<file path="config.mk">
export PLATFORM = sky130hd
export DESIGN_NAME = pulse_period_monitor_flat
export DESIGN_NICKNAME = d
export VERILOG_FILES = /design/src/rtl/pulse_monitor_pkg.sv /design/src/rtl/pulse_period_monitor_if.sv /design/src/rtl/period_window_cmp.sv /design/src/rtl/pulse_period_monitor.sv /design/src/flat_wrapper.sv
export SDC_FILE = /design/constraint.sdc
export NUM_CORES = 1
export LEC_CHECK = 0
export CAP_MARGIN = 15
export CORE_AREA = 2 2 109 111
export DETAILED_ROUTE_END_ITERATION = 7
export DIE_AREA = 0 0 111 113
export GPL_TIMING_DRIVEN = 0
export PLACE_DENSITY_LB_ADDON = 0.2
export SYNTH_ARGS = -nofsm -noshare
export SYNTH_HDL_FRONTEND = slang
export SYNTH_HIERARCHICAL = 1
export SYNTH_SLANG_ARGS = --single-unit
</file>
<file path="constraint.sdc">
create_clock -name clk -period 4.13 [get_ports clk]
set_input_delay 0.826 -clock clk [delete_from_list [all_inputs] [get_ports clk]]
set_output_delay 0.826 -clock clk [all_outputs]
set_load 0.1 [all_outputs]
</file>
<file path="src/rtl/pulse_monitor_pkg.sv">
// Purpose : shared state encoding, default parameters and window helpers for the pulse period monitor.
// Latency : n/a (types and constants only).
// Backpr. : n/a.
package pulse_monitor_pkg;

  typedef enum logic [1:0] {
    IDLE       = 2'd0,
    WAIT_FIRST = 2'd1,
    TRACK      = 2'd2
  } mon_state_t;

  localparam int DEF_WIDTH      = 24;
  localparam int DEF_EXPECTED   = 30;
  localparam int DEF_TOL        = 2;
  localparam int DEF_LOCK_COUNT = 3;

  // Lower window edge; a tolerance as large as the nominal period would give
  // zero or a negative bound, so the window floor is pinned at one cycle.
  function automatic int calc_min_p(input int expected, input int tol);
    if (tol >= expected) begin
      return 1;
    end
    return expected - tol;
  endfunction

  // Bits needed to hold a run count of 0..lock_count (never less than one).
  function automatic int calc_run_w(input int lock_count);
    int w;
    w = $clog2(lock_count + 1);
    if (w < 1) begin
      w = 1;
    end
    return w;
  endfunction

endpackage

</file>
<file path="src/rtl/pulse_period_monitor_if.sv">
// Purpose : bundles the monitor's control inputs and measurement outputs.
// Latency : n/a (wiring only); slave side drives registered outputs.
// Backpr. : none; pulse_in is a free-running tick, outputs are strobes/levels.
// Ports   : enable, pulse_in (master -> slave); period, period_valid, early,
//           timeout, locked (slave -> master).
interface pulse_period_monitor_if
  import pulse_monitor_pkg::*;
#(
  parameter int WIDTH = DEF_WIDTH
);

  logic             enable;
  logic             pulse_in;
  logic [WIDTH-1:0] period;
  logic             period_valid;
  logic             early;
  logic             timeout;
  logic             locked;

  modport master (
    output enable,
    output pulse_in,
    input  period,
    input  period_valid,
    input  early,
    input  timeout,
    input  locked
  );

  modport slave (
    input  enable,
    input  pulse_in,
    output period,
    output period_valid,
    output early,
    output timeout,
    output locked
  );

endinterface

</file>
<file path="src/rtl/period_window_cmp.sv">
// Purpose : turns the running cycle counter into the period a pulse now would measure, and compares it to the window.
// Latency : purely combinational; the parent registers everything derived from it.
// Backpr. : none.
// Ports   : counter, min_p, max_p in; elapsed, below_min, at_max out.
module period_window_cmp
  import pulse_monitor_pkg::*;
#(
  parameter int WIDTH = DEF_WIDTH
) (
  input  logic [WIDTH-1:0] counter,
  input  logic [WIDTH-1:0] min_p,
  input  logic [WIDTH-1:0] max_p,
  output logic [WIDTH-1:0] elapsed,
  output logic             below_min,
  output logic             at_max
);

  localparam logic [WIDTH-1:0] ALL_ONES = '1;
  localparam logic [WIDTH-1:0] ONE      = WIDTH'(1);

  // Saturate instead of wrapping; the parent feeds elapsed straight back in
  // as the next counter value, so this is also the counter saturation.
  assign elapsed   = (counter == ALL_ONES) ? ALL_ONES : (counter + ONE);
  assign below_min = (elapsed < min_p);
  // >= rather than == so a saturated counter still terminates the wait.
  assign at_max    = (elapsed >= max_p);

endmodule

</file>
<file path="src/rtl/pulse_period_monitor.sv">
// Purpose : measures the cycle gap between pulse_in ticks, flags early/missing pulses and reports lock.
// Latency : one cycle from the terminating pulse_in (or the expiring cycle) to period_valid/early/timeout.
// Backpr. : none; every output is a registered strobe or level, no handshake.
// Ports   : clk, rst (async active-low); mon (slave modport: enable, pulse_in in;
//           period, period_valid, early, timeout, locked out).
module pulse_period_monitor
  import pulse_monitor_pkg::*;
#(
  parameter int WIDTH      = DEF_WIDTH,
  parameter int EXPECTED   = DEF_EXPECTED,
  parameter int TOL        = DEF_TOL,
  parameter int LOCK_COUNT = DEF_LOCK_COUNT
) (
  input  logic                    clk,
  input  logic                    rst,
  pulse_period_monitor_if.slave   mon
);

  localparam logic [WIDTH-1:0] MIN_P = WIDTH'(calc_min_p(EXPECTED, TOL));
  localparam logic [WIDTH-1:0] MAX_P = WIDTH'(EXPECTED + TOL);

  localparam int               RUN_W  = calc_run_w(LOCK_COUNT);
  localparam logic [RUN_W-1:0] RUN_LK = RUN_W'(LOCK_COUNT);
  localparam logic [RUN_W-1:0] RUN_1  = RUN_W'(1);

  mon_state_t       state;
  logic [WIDTH-1:0] counter;
  logic [RUN_W-1:0] run_cnt;

  logic [WIDTH-1:0] period_q;
  logic             period_valid_q;
  logic             early_q;
  logic             timeout_q;
  logic             locked_q;

  logic [WIDTH-1:0] elapsed;
  logic             below_min;
  logic             at_max;
  logic [RUN_W-1:0] run_next;

  period_window_cmp #(
    .WIDTH (WIDTH)
  ) u_window_cmp (
    .counter   (counter),
    .min_p     (MIN_P),
    .max_p     (MAX_P),
    .elapsed   (elapsed),
    .below_min (below_min),
    .at_max    (at_max)
  );

  // Run count after one more in-window period; holds once lock is reached.
  assign run_next = (run_cnt >= RUN_LK) ? RUN_LK : (run_cnt + RUN_1);

  always_ff @(posedge clk or negedge rst) begin
    if (!rst) begin
      state          <= IDLE;
      counter        <= '0;
      run_cnt        <= '0;
      period_q       <= '0;
      period_valid_q <= 1'b0;
      early_q        <= 1'b0;
      timeout_q      <= 1'b0;
      locked_q       <= 1'b0;
    end else begin
      // Strobes live for exactly one cycle unless re-raised below.
      period_valid_q <= 1'b0;
      early_q        <= 1'b0;
      timeout_q      <= 1'b0;

      if (!mon.enable) begin
        // Disable wins over everything; the last period is kept for software.
        state    <= IDLE;
        counter  <= '0;
        run_cnt  <= '0;
        locked_q <= 1'b0;
      end else begin
        case (state)
          IDLE: begin
            counter <= '0;
            state   <= WAIT_FIRST;
          end

          WAIT_FIRST: begin
            // First pulse only opens the measurement; nothing to report yet.
            counter <= '0;
            if (mon.pulse_in) begin
              state <= TRACK;
            end
          end

          TRACK: begin
            if (mon.pulse_in) begin
              // A pulse on the last allowed cycle is checked before the
              // timeout branch, so it is measured as in-window.
              period_q       <= elapsed;
              period_valid_q <= 1'b1;
              counter        <= '0;
              if (below_min) begin
                early_q  <= 1'b1;
                run_cnt  <= '0;
                locked_q <= 1'b0;
              end else begin
                run_cnt  <= run_next;
                locked_q <= (run_next == RUN_LK);
              end
            end else if (at_max) begin
              // Missing pulse: report it and restart from a fresh first pulse.
              timeout_q <= 1'b1;
              state     <= WAIT_FIRST;
              counter   <= '0;
              run_cnt   <= '0;
              locked_q  <= 1'b0;
            end else begin
              counter <= elapsed;
            end
          end

          default: begin
            state   <= IDLE;
            counter <= '0;
          end
        endcase
      end
    end
  end

  assign mon.period       = period_q;
  assign mon.period_valid = period_valid_q;
  assign mon.early        = early_q;
  assign mon.timeout      = timeout_q;
  assign mon.locked       = locked_q;

endmodule
</file>
<file path="src/flat_wrapper.sv">
// flat-port wrapper written by rule: the top's interface ports become plain ports
module pulse_period_monitor_flat import pulse_monitor_pkg::*;
#(
  parameter int WIDTH      = DEF_WIDTH,
  parameter int EXPECTED   = DEF_EXPECTED,
  parameter int TOL        = DEF_TOL,
  parameter int LOCK_COUNT = DEF_LOCK_COUNT
)
  (clk, rst, mon_enable, mon_pulse_in, mon_period, mon_period_valid, mon_early, mon_timeout, mon_locked);
  pulse_period_monitor_if #(.WIDTH(WIDTH)) mon_i ();
  input  logic clk;
  input  logic rst;
  input wire logic [$bits(mon_i.enable)-1:0] mon_enable;
  input wire logic [$bits(mon_i.pulse_in)-1:0] mon_pulse_in;
  output wire logic [$bits(mon_i.period)-1:0] mon_period;
  output wire logic [$bits(mon_i.period_valid)-1:0] mon_period_valid;
  output wire logic [$bits(mon_i.early)-1:0] mon_early;
  output wire logic [$bits(mon_i.timeout)-1:0] mon_timeout;
  output wire logic [$bits(mon_i.locked)-1:0] mon_locked;
  assign mon_i.enable = mon_enable;
  assign mon_i.pulse_in = mon_pulse_in;
  assign mon_period = mon_i.period;
  assign mon_period_valid = mon_i.period_valid;
  assign mon_early = mon_i.early;
  assign mon_timeout = mon_i.timeout;
  assign mon_locked = mon_i.locked;
  pulse_period_monitor #(.WIDTH(WIDTH), .EXPECTED(EXPECTED), .TOL(TOL), .LOCK_COUNT(LOCK_COUNT)) u_core (.clk(clk), .rst(rst), .mon(mon_i));
endmodule
</file>
### Yosys cells after proc, flatten, opt, wreduce, memory -nomap -nowiden

Index checks and enable logic that the tools add are counted.

| word-level totals | value |
|---|---|
| input port bits | 4 |
| word-level logic and storage cells | 58 |
| memory bits (read-only) | 0 |
| bits in writable memories | 0 |
| memories kept | 0 |
| bits in latches | 0 |
| output and inout port bits | 28 |
| flip-flop bits (word level) | 56 |

| cells by class | value |
|---|---|
| add/subtract/negate cells | 2 |
| magnitude comparators | 3 |
| multiplexer cells | 32 |
| divide/modulo/power cells | 0 |
| equal/unequal tests | 9 |
| shift-type cells | 0 |
| reductions and logical operators | 4 |
| multipliers | 0 |
| bitwise operators | 0 |

Operators by type and width:

| operator | count |
|---|---|
| 2-to-1 mux 24 bit | 5 |
| adder 24 x 1 -> 24 bit, second input constant | 1 |
| equality test 24 bit, second input constant | 1 |
| >= comparator 24 x 6 -> 1 bit, second input constant | 1 |
| less-than comparator 24 x 5 -> 1 bit, second input constant | 1 |
| 2-to-1 mux 2 bit | 10 |
| 2-to-1 mux 1 bit | 16 |
| != test 3 bit, second input constant | 2 |
| case mux 2 bit (3 select lines) | 1 |
| AND reduction 3 bit | 2 |
| equality test 2 bit, second input constant | 2 |
| != test 3 x 1 -> 1 bit, second input constant | 1 |
| != test 3 x 2 -> 1 bit, second input constant | 1 |
| adder 2 x 1 -> 2 bit, second input constant | 1 |
| equality test 2 x 1 -> 1 bit, second input constant | 1 |
| >= comparator 2 bit, second input constant | 1 |
| zero test 2 bit | 1 |
| != test 2 x 1 -> 1 bit, second input constant | 1 |
| AND reduction 2 bit | 1 |

### Logic depth before layout (Yosys ltp)

| depth | value |
|---|---|
| word-level depth | 7 |
| mapped depth | 17 |
| gate-level depth less buffers | 15 |

### By module

The synthesis kept the hierarchy.

Modules (own cells, without submodules):

| module | seq. area each (sq um) | instances | cells each | area each (sq um) |
|---|---|---|---|---|
| pulse_period_monitor | 1,401.3 | 1 | 138 | 2,057.0 |
| period_window_cmp | 0.0 | 1 | 255 | 1,744.2 |

### Worst setup path before layout

No wires, ideal clock.

| timing | value |
|---|---|
| path kind | flip-flop to flip-flop |
| from | register u_core.counter[0] |
| to | register u_core.run_cnt[1] |
| clock period less this slack | 3.599 ns |
| library setup time | 0.119 ns |
| data arrival time | 3.481 ns |
| setup slack | 0.531 ns |
| path buffers | 2 |
| stages on the path, launching flop included | 17 |
| data required time | 4.011 ns |
| cell sequence | dfrtp_1 -> ha_1 -> and2_1 -> nand4_4 -> or4_1 -> buf_2 -> buf_2 -> nand2_1 -> ha_1 -> o21a_1 -> o211ai_1 -> a211oi_1 -> a211oi_1 -> o31ai_1 -> nor2_1 -> o31a_1 -> o21a_1 |

| between the ends | value |
|---|---|
| elaborated cells between the ends (all ways) | 11 |
| those cells by class | add/sub: 1; order compare: 2; eq/ne: 2; mux: 5; reduce/logical: 1 |

RTL lines:

| element | RTL line | text |
|---|---|---|
| start, declared | pulse_period_monitor.sv:27 | `logic [WIDTH-1:0] counter;` |
| start signal, assigned | pulse_period_monitor.sv:115 | `counter <= elapsed;` |
| adder 24 x 1 -> 24 bit or equality test 24 bit (tied branches) | period_window_cmp.sv:23 | `assign elapsed = (counter == ALL_ONES) ? ALL_ONES : (counter + ONE);` |
| 2-to-1 mux 24 bit * | period_window_cmp.sv:23 |  |
| net u_core.elapsed[4] | pulse_period_monitor.sv:36 | `logic [WIDTH-1:0] elapsed;` |
| >= comparator 24 x 6 -> 1 bit * | period_window_cmp.sv:26 | `assign at_max = (elapsed >= max_p);` |
| net u_core.at_max | pulse_period_monitor.sv:38 | `logic at_max;` |
| != test 3 x 1 -> 1 bit (no line) * | - |  |
| AND reduction 2 bit (no line) * | - |  |
| end signal, assigned | pulse_period_monitor.sv:104 | `run_cnt <= run_next;` |
| end, declared | pulse_period_monitor.sv:28 | `logic [RUN_W-1:0] run_cnt;` |

The timed path passes the listed nets; every way through them passes the cells marked *. The select of a mux whose other input is x is not followed.
A chain may end at the register's enable or synchronous reset.

### Final worst setup path

| timing | value |
|---|---|
| from | register u_core.counter[0] |
| to | register u_core.counter[5] |

| between the ends | value |
|---|---|
| word-level cells in the longest chain between the ends | 7 |
| elaborated cells between the ends (all ways) | 8 |
| those cells by class | add/sub: 1; order compare: 1; eq/ne: 1; mux: 5 |

RTL lines:

| element | RTL line | text |
|---|---|---|
| adder 24 x 1 -> 24 bit or equality test 24 bit (tied branches) | period_window_cmp.sv:23 |  |
| 2-to-1 mux 24 bit * | period_window_cmp.sv:23 |  |
| net u_core.elapsed[9] | pulse_period_monitor.sv:36 |  |
| >= comparator 24 x 6 -> 1 bit * | period_window_cmp.sv:26 |  |
| net u_core.at_max | pulse_period_monitor.sv:38 |  |
| 2-to-1 mux 24 bit * | pulse_period_monitor.sv:107 | `end else if (at_max) begin` |
| 2-to-1 mux 24 bit * | pulse_period_monitor.sv:93 | `if (mon.pulse_in) begin` |
| 2-to-1 mux 24 bit * | pulse_period_monitor.sv:78 | `case (state)` |
| 2-to-1 mux 24 bit * | pulse_period_monitor.sv:71 | `if (!mon.enable) begin` |

The timed path passes the listed nets; every way through them passes the cells marked *.

==> run_results.csv <==
group,metric,value,unit
floorplan,design.core.area,0.0113,mm^2
synth,synth_cells,393,
clocking,h-tree-depth,2,
timing,post-route-min-period,3.97,ns
routing,wl_per_cell,13.5,um
finish,area_growth,26.3,%
critical_path,critPathMaxStageDelay,0.43,ns
place,routabilityCongestion,0.813,
power,netSwitchingPower,0.308,mW
finish,n_antenna_cell,0,
critical_path,crit_chain,"ha_4 > and2_1 > nand4_4 > or4_1 > buf_2 > buf_6 > o21ai_0 > ha_1 > a21o_1 > nand3_1 > a21oi_1 > a211oi_2 > o31ai_4 > nor4b_4 > buf_4 > clkbuf_4 > and2_1",
place,portBuffers,30,
synth,synth-seq-area-share,36.9,%
timing,finalCritPeriodShare,96.2,%
grt,grt.overflow.total,0,
timing,holdWs,0.491,ns
clocking,cts-buffers-inserted,5,
place,dp_slack,-0.744,ns
power,swShare,25.8,%
outcome,status,"finished, final reports clean",
power,pwr-share-seq,47.0,%
routing,num_vias,3022,
synth,ys_ff_latch,56,
timing,clock-skew-final,0.00643,ns
clocking,worstSkewPairLatency,0.30,ns
timing,slew_viol_final,0,
critical_path,cp-end-kind,"register",
critical_path,crit_slowest_cell,"a211oi_2",
synth,ys.flop_type,"dfrtp_1",
synth,synthTopCellsByArea,"dfrtp_1 (37%), ha_1 (16%), mux2_1 (5.3%)",
finish,ff_latch_area,0.00140,mm^2
power,vdd_drop_max,0.000221,V
power,clock_power_share,41.8,%
synth,ys_types,48,
timing,hold_viol,0,
timing,fin_ws,0.157,ns
floorplan,die-area,0.0125,mm^2
grt,grt_start_max_net_pins,33,
grt,grt.total_usage,14.1,%
synth,yosys_warnings,6,
power,powerDensity,248,mW/mm^2
critical_path,critical_path_class,"register to register",
min_path,hold_path_class,"register to register",
routing,drt-pass1-iter-count,4,
routing,ant_nets,0,
timing,fmaxAchievable,252,MHz
critical_path,path_common_cell,"and2_1",
power,pwr-share-comb,11.1,%
clocking,numClockSinks,56,
floorplan,io_pins,32,
timing,setup_viol,0,
timing,relSlewSlack,34.1,%
floorplan,fp-row-count,39,
min_path,holdPathStages,1,
critical_path,startpoint_type,"register",
clocking,cts_tree,"done",
finish,fillerInstances,1088,
grt,grt_antenna_before_repair,0,
critical_path,crit_path_max_fanout,10,
routing,dr.first_iter.drc_count,112,
clocking,clk_pin_slew_worst_paths,0.07,ns
synth,synth.avg_cell_area,9.67,um^2
synth,synth_top_area_share,36.9,%
grt,grt_pass1_wl,14300,um
synth,synth_edf_count,0,
critical_path,r2r_cells,17,
floorplan,fp.dieH,113,um
clocking,clockBufferDepth,2,
synth,synth.largest_area_cell,"dfrtp_1",
routing,viasPerCell,4.77,
timing,setup_tns,0,ns
floorplan,start_util,33.7,%
critical_path,cp.required,4.37,ns
finish,nNetsFinal,541,
finish,multi_input_area,0.00238,mm^2
routing,drc,0,
floorplan,die_w,111,um
critical_path,crit_arrival,4.21,ns
clocking,ctsHoldBuffers,0,
place,hpwl,6430,um
run,cap_violations,0,
routing,wirelength,8540,um
finish,drive_gt1_share,10.8,%
synth,syn_area,0.00380,mm^2
grt,grt_pass1_vias,2980,
power,p_total,1.19,mW
power,p_int,0.882,mW
clocking,cts_root_buffer,"clkbuf_16",
finish,final_util,42.6,%
timing,tightestPinTransition,0.985,ns
power,p_leak,2.36,nW
synth,ys_async_sr_fraction,100,%
[cells in the mapped netlist (5+ instances only)]
| cell type | count |
|---|---|
| dfrtp_1 | 56 |
| inv_1 | 50 |
| ha_1 | 48 |
| and2_1 | 28 |
| nand2_1 | 25 |
| mux2_1 | 18 |
| nand4_1 | 17 |
| nor2_1 | 14 |
| o21ai_0 | 13 |
| a21oi_1 | 12 |
| nand3_1 | 12 |
| o21a_1 | 9 |
| xor2_1 | 9 |
| mux2_2 | 8 |
| a31oi_1 | 7 |
| a211oi_1 | 6 |
| nor3_1 | 5 |
[layout make-up]
| type | count | area share, % |
|---|---|---|
| clock inverters | 3 | 0.886 |
| multi-input cells | 324 | 49.6 |
| flip-flops and latches | 56 | 29.2 |
| well taps | 143 | 3.73 |
| plain buffers | 9 | 1.59 |
| repair buffers | 43 | 8.45 |
| clock buffers | 5 | 2.61 |
| inverters | 50 | 3.91 |
[final timing paths]
| kind | endpoint | slack, ns | start |
|---|---|---|---|
| min in group asynchronous | u_core/mon.period[8] | 0.61 | rst |
| hold / removal | u_core/mon.period[6] | 0.49 | u_core/mon.period[6] |
| max in group asynchronous | u_core/counter[8] | 2.90 | rst |
| hold reg to reg | u_core/mon.period[6] | 0.49 | u_core/mon.period[6] |
| setup reg to reg | u_core/counter[5] | 0.16 | u_core/counter[0] |
| setup / recovery | u_core/counter[5] | 0.16 | u_core/counter[0] |
[layer usage]
layer / vias to the layer above / global-route usage (%) / routed length, um / part of all wire (%)
met1: 1447 / 17.6 / 4040 / 47
met2: 35 / 23.9 / 4070 / 48
met3: 12 / 2.79 / 221 / 2.6
li1: 1528 / - / - / -
met5: - / 0 / 0 / 0
met4: 0 / 5.75 / 213 / 2.5
[critical path, delay by kind of cell (launching register included)]
| kind | cells | cell delay (ns) |
|---|---|---|
| buffers and inverters | 4 | 0.69 |
| AND/OR/NAND/NOR | 6 | 1.23 |
| AO/OA/AOI/OAI | 5 | 1.04 |
| adder cells (fa/ha/maj) | 2 | 0.54 |
| flip-flops | 1 | 0.41 |
[kinds of logic (layout without fill, tap and decap cells)]
logic type	after synthesis	in the layout	share of synthesized area (%)
flip-flops	56	56	36.9
AO/OA/AOI/OAI	65	65	11.2
multiplexers	26	26	7.70
AND/OR/NAND/NOR	126	126	19.3
other	2	48	0.198
buffers and inverters	59	110	6.39
adder cells (fa/ha/maj)	48	48	15.8
XOR/XNOR	11	11	2.53
[power groups by stage]
stage	sequential [mW]	clock [mW]	combinational, mW
2_1_floorplan	0.604	0	0.0569
3_3_place_gp	0.570	0	0.125
3_5_place_dp	0.570	0	0.129
4_1_cts	0.559	0.512	0.131
5_1_grt	0.561	0.535	0.148
6_report	0.560	0.498	0.133
[sequential cells by signal, summed over array words and instances, names as in the netlist]
signal,flops
u_core/mon.locked,1
u_core/run_cnt,2
u_core/state,2
u_core/mon.timeout,1
u_core/mon.period_valid,1
u_core/mon.early,1
u_core/mon.period,24
u_core/counter,24
[repair_timing]
action                     4_1_cts  5_1_grt
cloned                           0        1
gates resized for setup         10        9
setup buffers                    1       10
setup endpoints to repair       27       29
pin swaps                        2        5
[metrics by stage]
stage | area, um^2 | instances
after floorplan | 3970 | 439
after global placement | 4450 | 612
after detailed placement | 4470 | 613
after CTS | 4680 | 622
after global routing | 4800 | 633
final | 4800 | 633
[cell usage in the layout, fill, tap and decap left out, types with 12 or more instances in the layout]
| cell | count |
|---|---|
| nand4_1 | 17 |
| and2_1 | 28 |
| a21oi_1 | 12 |
| mux2_1 | 18 |
| dfrtp_1 | 54 |
| nand2_1 | 24 |
| nand3_1 | 12 |
| o21ai_0 | 12 |
| ha_1 | 47 |
| inv_1 | 50 |
| buf_4 | 14 |
| nor2_1 | 14 |
| clkdlybuf4s50_1 | 29 |
| conb_1 | 48 |
No activity file was read; power rests on OpenSTA's default activity.
